`src/rtl/div_ctrl.sv`:
```
`default_nettype none
// ============================================================================
//  Module      : div_ctrl
//  Description : Sequencer for a shift-subtract divider (2N-bit / N-bit).
//                Drives LOAD/SHIFT/SUB, flags overflow, pulses Done.
//  Revision    : 1.0 - initial release
// ============================================================================
module div_ctrl #(
    parameter int N = 4
) (
    input  logic       CLK,
    input  logic       RST,
    input  logic       ST,
    input  logic       C,
    output logic       LOAD,
    output logic       SHIFT,
    output logic       SUB,
    output logic       BUSY,
    output logic       Done,
    output logic       V,
    output logic [1:0] STATE
);

    localparam int CW = (N > 1) ? $clog2(N) : 1;
    localparam logic [CW-1:0] c_cnt_init = CW'(N - 1);

    typedef enum logic [1:0] {
        S_IDLE = 2'd0,
        S_CHK  = 2'd1,
        S_LOOP = 2'd2,
        S_DONE = 2'd3
    } state_t;

    state_t        r_state, w_next;
    logic [CW-1:0] r_cnt, w_cnt_next;
    logic          r_sub_last, w_sub_last_next;
    logic          r_v, w_v_next;
    logic          r_done;
    logic          w_load, w_shift, w_sub;

    always_ff @(posedge CLK) begin
        if (RST) begin
            r_state    <= S_IDLE;
            r_cnt      <= '0;
            r_sub_last <= 1'b0;
            r_v        <= 1'b0;
            r_done     <= 1'b0;
        end else begin
            r_state    <= w_next;
            r_cnt      <= w_cnt_next;
            r_sub_last <= w_sub_last_next;
            r_v        <= w_v_next;
            r_done     <= (w_next == S_DONE);
        end
    end

    always_comb begin
        w_next          = r_state;
        w_cnt_next      = r_cnt;
        w_sub_last_next = r_sub_last;
        w_v_next        = r_v;
        w_load          = 1'b0;
        w_shift         = 1'b0;
        w_sub           = 1'b0;
        case (r_state)
            S_IDLE: begin
                if (ST) begin
                    w_load   = 1'b1;
                    w_v_next = 1'b0;
                    w_next   = S_CHK;
                end
            end
            S_CHK: begin
                // Upper half already >= divisor means the quotient cannot fit.
                if (C) begin
                    w_v_next = 1'b1;
                    w_next   = S_DONE;
                end else begin
                    w_shift         = 1'b1;
                    w_cnt_next      = c_cnt_init;
                    w_sub_last_next = 1'b0;
                    w_next          = S_LOOP;
                end
            end
            S_LOOP: begin
                // C is ignored right after a SUB so SUBs never run back-to-back.
                if (C && !r_sub_last) begin
                    w_sub           = 1'b1;
                    w_sub_last_next = 1'b1;
                end else if (r_cnt != '0) begin
                    w_shift         = 1'b1;
                    w_cnt_next      = r_cnt - CW'(1);
                    w_sub_last_next = 1'b0;
                end else begin
                    w_next = S_DONE;
                end
            end
            S_DONE: begin
                w_next = S_IDLE;
            end
            default: begin
                w_next = S_IDLE;
            end
        endcase
    end

    assign LOAD  = w_load  & ~RST;
    assign SHIFT = w_shift & ~RST;
    assign SUB   = w_sub   & ~RST;
    assign BUSY  = (r_state != S_IDLE);
    assign Done  = r_done;
    assign V     = r_v;
    assign STATE = r_state;

endmodule
`default_nettype wire

```
`config.mk`:
```
export PLATFORM = sky130hd
export DESIGN_NAME = div_ctrl
export DESIGN_NICKNAME = d
export VERILOG_FILES = /design/src/rtl/div_ctrl.sv
export SDC_FILE = /design/constraint.sdc
export NUM_CORES = 1
export LEC_CHECK = 0
export ABC_AREA = 1
export CAP_MARGIN = 5
export CORE_AREA = 5 5 42 44
export DETAILED_ROUTE_END_ITERATION = 10
export DIE_AREA = 0 0 47 49
export SYNTH_ARGS = -nofsm -noshare
export SYNTH_HDL_FRONTEND = slang
export SYNTH_SLANG_ARGS = --single-unit
```
`constraint.sdc`:
```
create_clock -name CLK -period 1.7 [get_ports CLK]
set_input_delay 0.255 -clock CLK [delete_from_list [all_inputs] [get_ports CLK]]
set_output_delay 0.255 -clock CLK [all_outputs]
set_load 0.02 [all_outputs]
```
==> metrics.txt, run 1 <==
1st-iter DRT viols 10; yosys warns 0; Inserted Clock Buffers 3; RSZ-0062 raised after global routing true; Synthesized Nets 75; post-synthesis sequential area ratio 0.3128; mux cell area share after synthesis 0; FF-to-FF Start STATE[0]; worst path bufs/invs 3; height of the die 49 µm; vias in the first global route 455; Startpoint Class register; Clock Root Buffer clkbuf_4; Crit path required time 1440 ps; most common cell in the netlist nand2_1; gpl congestion 0.7554; type of the worst setup path register to output port; combinational power share 0.661; Worst IR Drop VDD 772.3 µV; EDFF count, synth 0; Max Freq 0.6198 GHz; die area 2303 µm²; Buffers on Ports 11; Synth Area in Compound Gates 0.06145; Post-Synth Simple-Gate Area 0.3603; clock skew 5.837 ps; Seq pwr share 0.215; status finished, final reports clean; FF+latch count, synth 7; Mean Syn Cell Area 6.787 µm²; grt met2 use 0.1652; Critical Path AT 1360 ps; met1 usage 0.1319; largest net degree at the start of global routing 6; routed length per instance 9.080 µm; crit path capture type output port; busiest grt layer met2; Slowest cell on crit path dfxtp_2; # DRC 0; post-DP HPWL 830.9 µm; Cell Chain, Critical Path inv_2 -> ha_2 -> inv_1 -> or2_0 -> a21oi_2 -> buf_4; Final setup viols 0; vias 478; Hold Buf Count CTS 0; Synth top cells by count nand2_1 (17), inv_1 (13), dfxtp_1 (7); relative slew slack 0.8528; Slew Limit Fails 0; Post-Synth XOR/XNOR Area 0; top fanout value on the critical path 3; top cell type's share of synthesized area 0.3128; actual slew at the worst max-slew pin 220.1 ps; clock sinks 7; diodes inserted 0; Psw 516.7 µW; HP Start V; Worst Hold Class register to register; Hold Path End V; Area Overhead vs Synth 61.73%; async set or reset register ratio after synthesis 0; grt total ovfl 0; setup TNS 0 ps; Max Cap Viol 0; # rows 14; GRT Overall Usage 0.1042; CTS tree yes; Switching Fraction 0.4194; Int Pwr 715.3 µW; post-DR vias/cell 4.230; Clk pwr share 0.125; Synth Cell Area 447.9 µm²; Final Cycle Share 0.9490; Post-Syn Instances 66; initial antenna violation count 0; first-pass GRT wire length 1794 µm; Final min period 1613 ps; Reg2Reg Depth 10; clock insertion delay at the later pin of the skew report 250 ps; Yosys cell types 17; Detailed Route WL 1026 µm; Die W 47 µm; register-to-register setup slack 300 ps; PwrDens 1701 nW/µm²; dominant cells by area after synthesis dfxtp_1 (31%), nand2_1 (14%), ha_1 (14%), inv_1 (11%), nand3_2 (4.5%); hold slack 460.3 ps; Most used DFF post-synth dfxtp_1; Lkg Pwr 0.0003668 µW; clock-pin slew on the worst setup and hold paths 60 ps; Initial Utilization 0.3196; # IOs 12; critical path's top delay family flip-flops; adder-cell area share of the yosys netlist 0.1397; post-synth top area cell dfxtp_1; Core Box Area 1401 µm²; hold-critical path depth 2; CTS H-tree lvls 1; layout cell share with drive strength beyond 1 0.3814; Final ANT Viol Nets 0; TritonRoute pass-1 iters 4; largest family of logic cells by synthesized area simple AND/OR/NAND/NOR gates; Max Root-Sink Buffers 2; GR Util met3 0.03321; Worst path max stage delay 320 ps; FF-to-FF End r_cnt[0]; final hold viol count 0; Layout Nets 107
[worst reg2reg max path, delay by kind of cell, from the launching register on]
kind | cells | cell delay [ps]
DFF | 1 | 340
adders and majority gates | 1 | 210
and+or+nand+nor | 5 | 390
buffers and inverters | 4 | 370
[final cells by class]
| cell class | instances | area (µm²) |
|---|---|---|
| clock buffer | 4 | 26.28 |
| timing repair buffer | 27 | 216.5 |
| sequential | 7 | 142.6 |
| inverter | 15 | 56.30 |
| fill | 153 | 676.9 |
| multi-input combinational | 44 | 262.8 |
| tap | 16 | 20.02 |
[layout by cell type, fill, tap and decap left out, drive strengths merged]
cell,count
nand2,20
buf,18
inv,14
clkdlybuf4s50,7
dfxtp,7
nor2,7
ha,5
clkbuf,5
nand3,4
a31oi,2
a21oi,2
nor3,1
or2,1
nand4,1
clkinv,1
o21ai,1
dlygate4sd2,1
[power groups by stage]
stage | Sequential [µW] | Clock [µW] | Combinational, µW
after CTS | 260 | 159 | 792
after floorplan | 305 | 0 | 389
after detailed placement | 264 | 0 | 802
after global placement | 261 | 0 | 801
final | 264 | 154 | 814
after global routing | 274 | 173 | 914
[worst max path at each step]
stage / cells past startpoint / slack [ps] / start / endpoint
2_1_floorplan: 6 / 90 / STATE[0] / SHIFT
3_3_place_gp: 4 / -290 / C / SHIFT
3_5_place_dp: 4 / -290 / C / SHIFT
4_1_cts: 7 / -10 / STATE[0] / SHIFT
5_1_grt: 7 / -60 / STATE[0] / SHIFT
6_report: 6 / 90 / STATE[1] / SHIFT
[registers in the layout (all words and copies together) (netlist names)]
| register | flops |
|---|---|
| Done | 1 |
| r_cnt | 2 |
| STATE | 2 |
| V | 1 |
| r_sub_last | 1 |
[metal layers]
metal  wire length (µm)  part of all wire
met1                476              0.46
met2                488              0.48
met3                 52             0.051
met4                  8            0.0078
met5                  0                 0
[through the flow]
step	setup slack (ps)	cell area [µm²]	power [µW]	cells	util
2_1_floorplan	88.62	447.9	693.8	66	-
3_3_place_gp	-286.6	690.7	1062	108	0.4929
3_5_place_dp	-294.2	690.7	1066	108	0.4929
4_1_cts	-13.27	706.9	1212	112	0.5045
5_1_grt	-57.11	724.4	1362	113	0.5170
6_report	86.70	724.4	1232	113	0.5170
[cells by family after synthesis]
group                    count (synthesis)
adder cells (fa/ha/maj)                  5
AO/OA/AOI/OAI                            5
flip-flops                               7
AND/OR/NAND/NOR                         34
buffers and inverters                   15
[what timing repair did]
action | in CTS | in global routing
gates cloned | 0 | 0
pin swaps | 0 | 1
endpoints found under the setup margin | 4 | 3
buffers inserted | 0 | 1
gates resized for setup | 11 | 10
Power figures use the tool's default switching activity.
==> run 2: changes to the inputs <==
--- a/config.mk
+++ b/config.mk
@@ -6,7 +6,6 @@
 export NUM_CORES = 1
 export LEC_CHECK = 0
 export ABC_AREA = 1
-export CAP_MARGIN = 5
 export CORE_AREA = 5 5 42 44
 export DETAILED_ROUTE_END_ITERATION = 10
 export DIE_AREA = 0 0 47 49
==> results of run 2 <==
Same layout as run 1: the final DEF is identical, and so are final timing and power.
==> run 3: changes to the inputs <==
--- a/config.mk
+++ b/config.mk
@@ -9,6 +9,7 @@
 export CORE_AREA = 5 5 42 44
 export DETAILED_ROUTE_END_ITERATION = 10
 export DIE_AREA = 0 0 47 49
+export MAX_ROUTING_LAYER = met4
 export SYNTH_ARGS = -nofsm -noshare
 export SYNTH_HDL_FRONTEND = slang
 export SYNTH_SLANG_ARGS = --single-unit
==> metrics.txt, run 3 (synthesis gave the netlist of run 1 again) <==
Cell Area, Placed 690.7 µm² (unchanged); first-pass GRT wire length 1794 µm (unchanged); Slowest cell on crit path dfxtp_2 (unchanged); GRT Overall Usage 0.1069 (was 0.1042); Final ANT Viol Nets 0 (unchanged); relative slew slack 0.8528 (unchanged); gpl congestion 0.7652 (was 0.7554); Final Cycle Share 0.9494 (was 0.9490); routed length per instance 9.009 µm (was 9.080 µm); Detailed Route WL 1018 µm (was 1026 µm); worst path bufs/invs 3 (unchanged); fill count 153 (unchanged); Max Cap Viol 0 (unchanged); diodes inserted 0 (unchanged); PwrDens 1697 nW/µm² (was 1701 nW/µm²); type of the worst setup path register to output port (unchanged); setup slack at placement -294.2 ps (unchanged); clock skew 4.755 ps (was 5.837 ps); Max Root-Sink Buffers 2 (unchanged); height of the die 49 µm (unchanged); most frequent cells in the layout nand2_1 (17), buf_4 (17), inv_1 (12), clkdlybuf4s50_1 (7), dfxtp_1 (5) (unchanged); Final setup viols 0 (unchanged); status finished, final reports clean (unchanged); vias 478 (unchanged); final hold viol count 0 (unchanged); top fanout value on the critical path 3 (unchanged); largest net degree at the start of global routing 6 (unchanged); Initial Utilization 0.3196 (unchanged); Crit path required time 1440 ps (about the same); Worst path max stage delay 340 ps (was 320 ps); Core Box Area 1401 µm² (unchanged); post-route cell area 724.4 µm² (unchanged); initial antenna violation count 0 (unchanged); clock sinks 7 (unchanged); Die W 47 µm (unchanged); clock insertion delay at the later pin of the skew report 250 ps (about the same); actual slew at the worst max-slew pin 220.1 ps (unchanged); Hold Buf Count CTS 0 (unchanged); Slew Limit Fails 0 (unchanged); grt met2 use 0.1652 (unchanged); critical path startpoint STATE[0] (was STATE[1]); Area Overhead vs Synth 61.73% (unchanged); critical path's top delay family flip-flops (unchanged); layout cell share with drive strength beyond 1 0.3814 (unchanged); Cell Chain, Critical Path inv_2 -> ha_1 -> inv_1 -> nor2_2 -> nand2_1 -> a21oi_2 -> buf_4 (was inv_2 -> ha_2 -> inv_1 -> or2_0 -> a21oi_2 -> buf_4); CTS H-tree lvls 1 (unchanged); Max Freq 0.6196 GHz (was 0.6198 GHz); clock-pin slew on the worst setup and hold paths 60 ps (about the same); FF-to-FF Start STATE[0] (unchanged); hold slack 459.7 ps (was 460.3 ps); HP Start V (unchanged); setup TNS 0 ps (unchanged); die area 2303 µm² (unchanged); GR Util met3 0.03321 (unchanged); # IOs 12 (unchanged); post-DR vias/cell 4.230 (unchanged); Worst Hold Class register to register (unchanged); Final min period 1614 ps (was 1613 ps); vias in the first global route 454 (was 455); Critical Path AT 1360 ps (about the same); Clock Root Buffer clkbuf_4 (unchanged); Buffers on Ports 11 (unchanged); crit path capture type output port (unchanged); TritonRoute pass-1 iters 4 (unchanged); RSZ-0062 raised after global routing true (unchanged); Inserted Clock Buffers 3 (unchanged); busiest grt layer met2 (unchanged); Worst IR Drop VDD 772.3 µV (about the same); 1st-iter DRT viols 9 (was 10); # rows 14 (unchanged); # DRC 0 (unchanged); Startpoint Class register (unchanged); Lkg Pwr 0.0003668 µW (unchanged); Layout Nets 107 (unchanged); CTS tree yes (unchanged); met1 usage 0.1319 (unchanged); grt total ovfl 0 (unchanged); post-DP HPWL 830.9 µm (unchanged); Final WS setup 86.06 ps (was 86.70 ps)
-- run 3: where the power goes --
group	total, µW	switching, µW	internal [µW]
logic	812	419	394
registers	265	32.5	232
clock network	153	62.9	89.7
-- run 3: metal layers --
| layer | vias up | share of wire | routed length [µm] |
|---|---|---|---|
| li1 | 264 | - | - |
| met1 | 201 | 0.46 | 473 |
| met2 | 11 | 0.47 | 480 |
| met3 | 2 | 0.051 | 52 |
| met4 | 0 | 0.0098 | 10 |
| met5 | - | 0 | 0 |
-- run 3: per-stage QoR --
step	std cells	power, µW	utilization
final	113	1229	0.5170
after global routing	113	1362	0.5170
after CTS	112	1212	0.5045
after detailed placement	108	1066	0.4929
after global placement	108	1062	0.4929
after floorplan	66	693.8	-
-- run 3: cell type report --
class | count | area (µm²) | area share
Inverter | 15 | 56.30 | 0.07772
Clock buffer | 4 | 26.28 | 0.03627
Timing Repair Buffer | 27 | 216.5 | 0.2988
Sequential cell | 7 | 142.6 | 0.1969
Multi-Input combinational cell | 44 | 262.8 | 0.3627
Tap cell | 16 | 20.02 | 0.02763
-- run 3: final timing paths --
check	end	slack, ps	cells past startpoint
hold / removal	V	460	2
hold reg to reg	V	460	2
setup / recovery	SHIFT	90	7
setup reg to reg	r_cnt[0]	300	10
-- run 3: what timing repair did --
item	in CTS	in global routing
setup buffers	0	1
setup endpoints to repair	4	3
pin swaps	0	1
gates resized for setup	11	10
-- run 3: worst register-to-register path: stages, from the launching register on --
cell and delay, ps:
dfxtp_2 340, inv_2 40, buf_4 140, ha_2 210, buf_4 150, inv_1 40
nand2_1 50, nand2_2 100, nand3_2 70, nor2_1 120, nor2_2 50
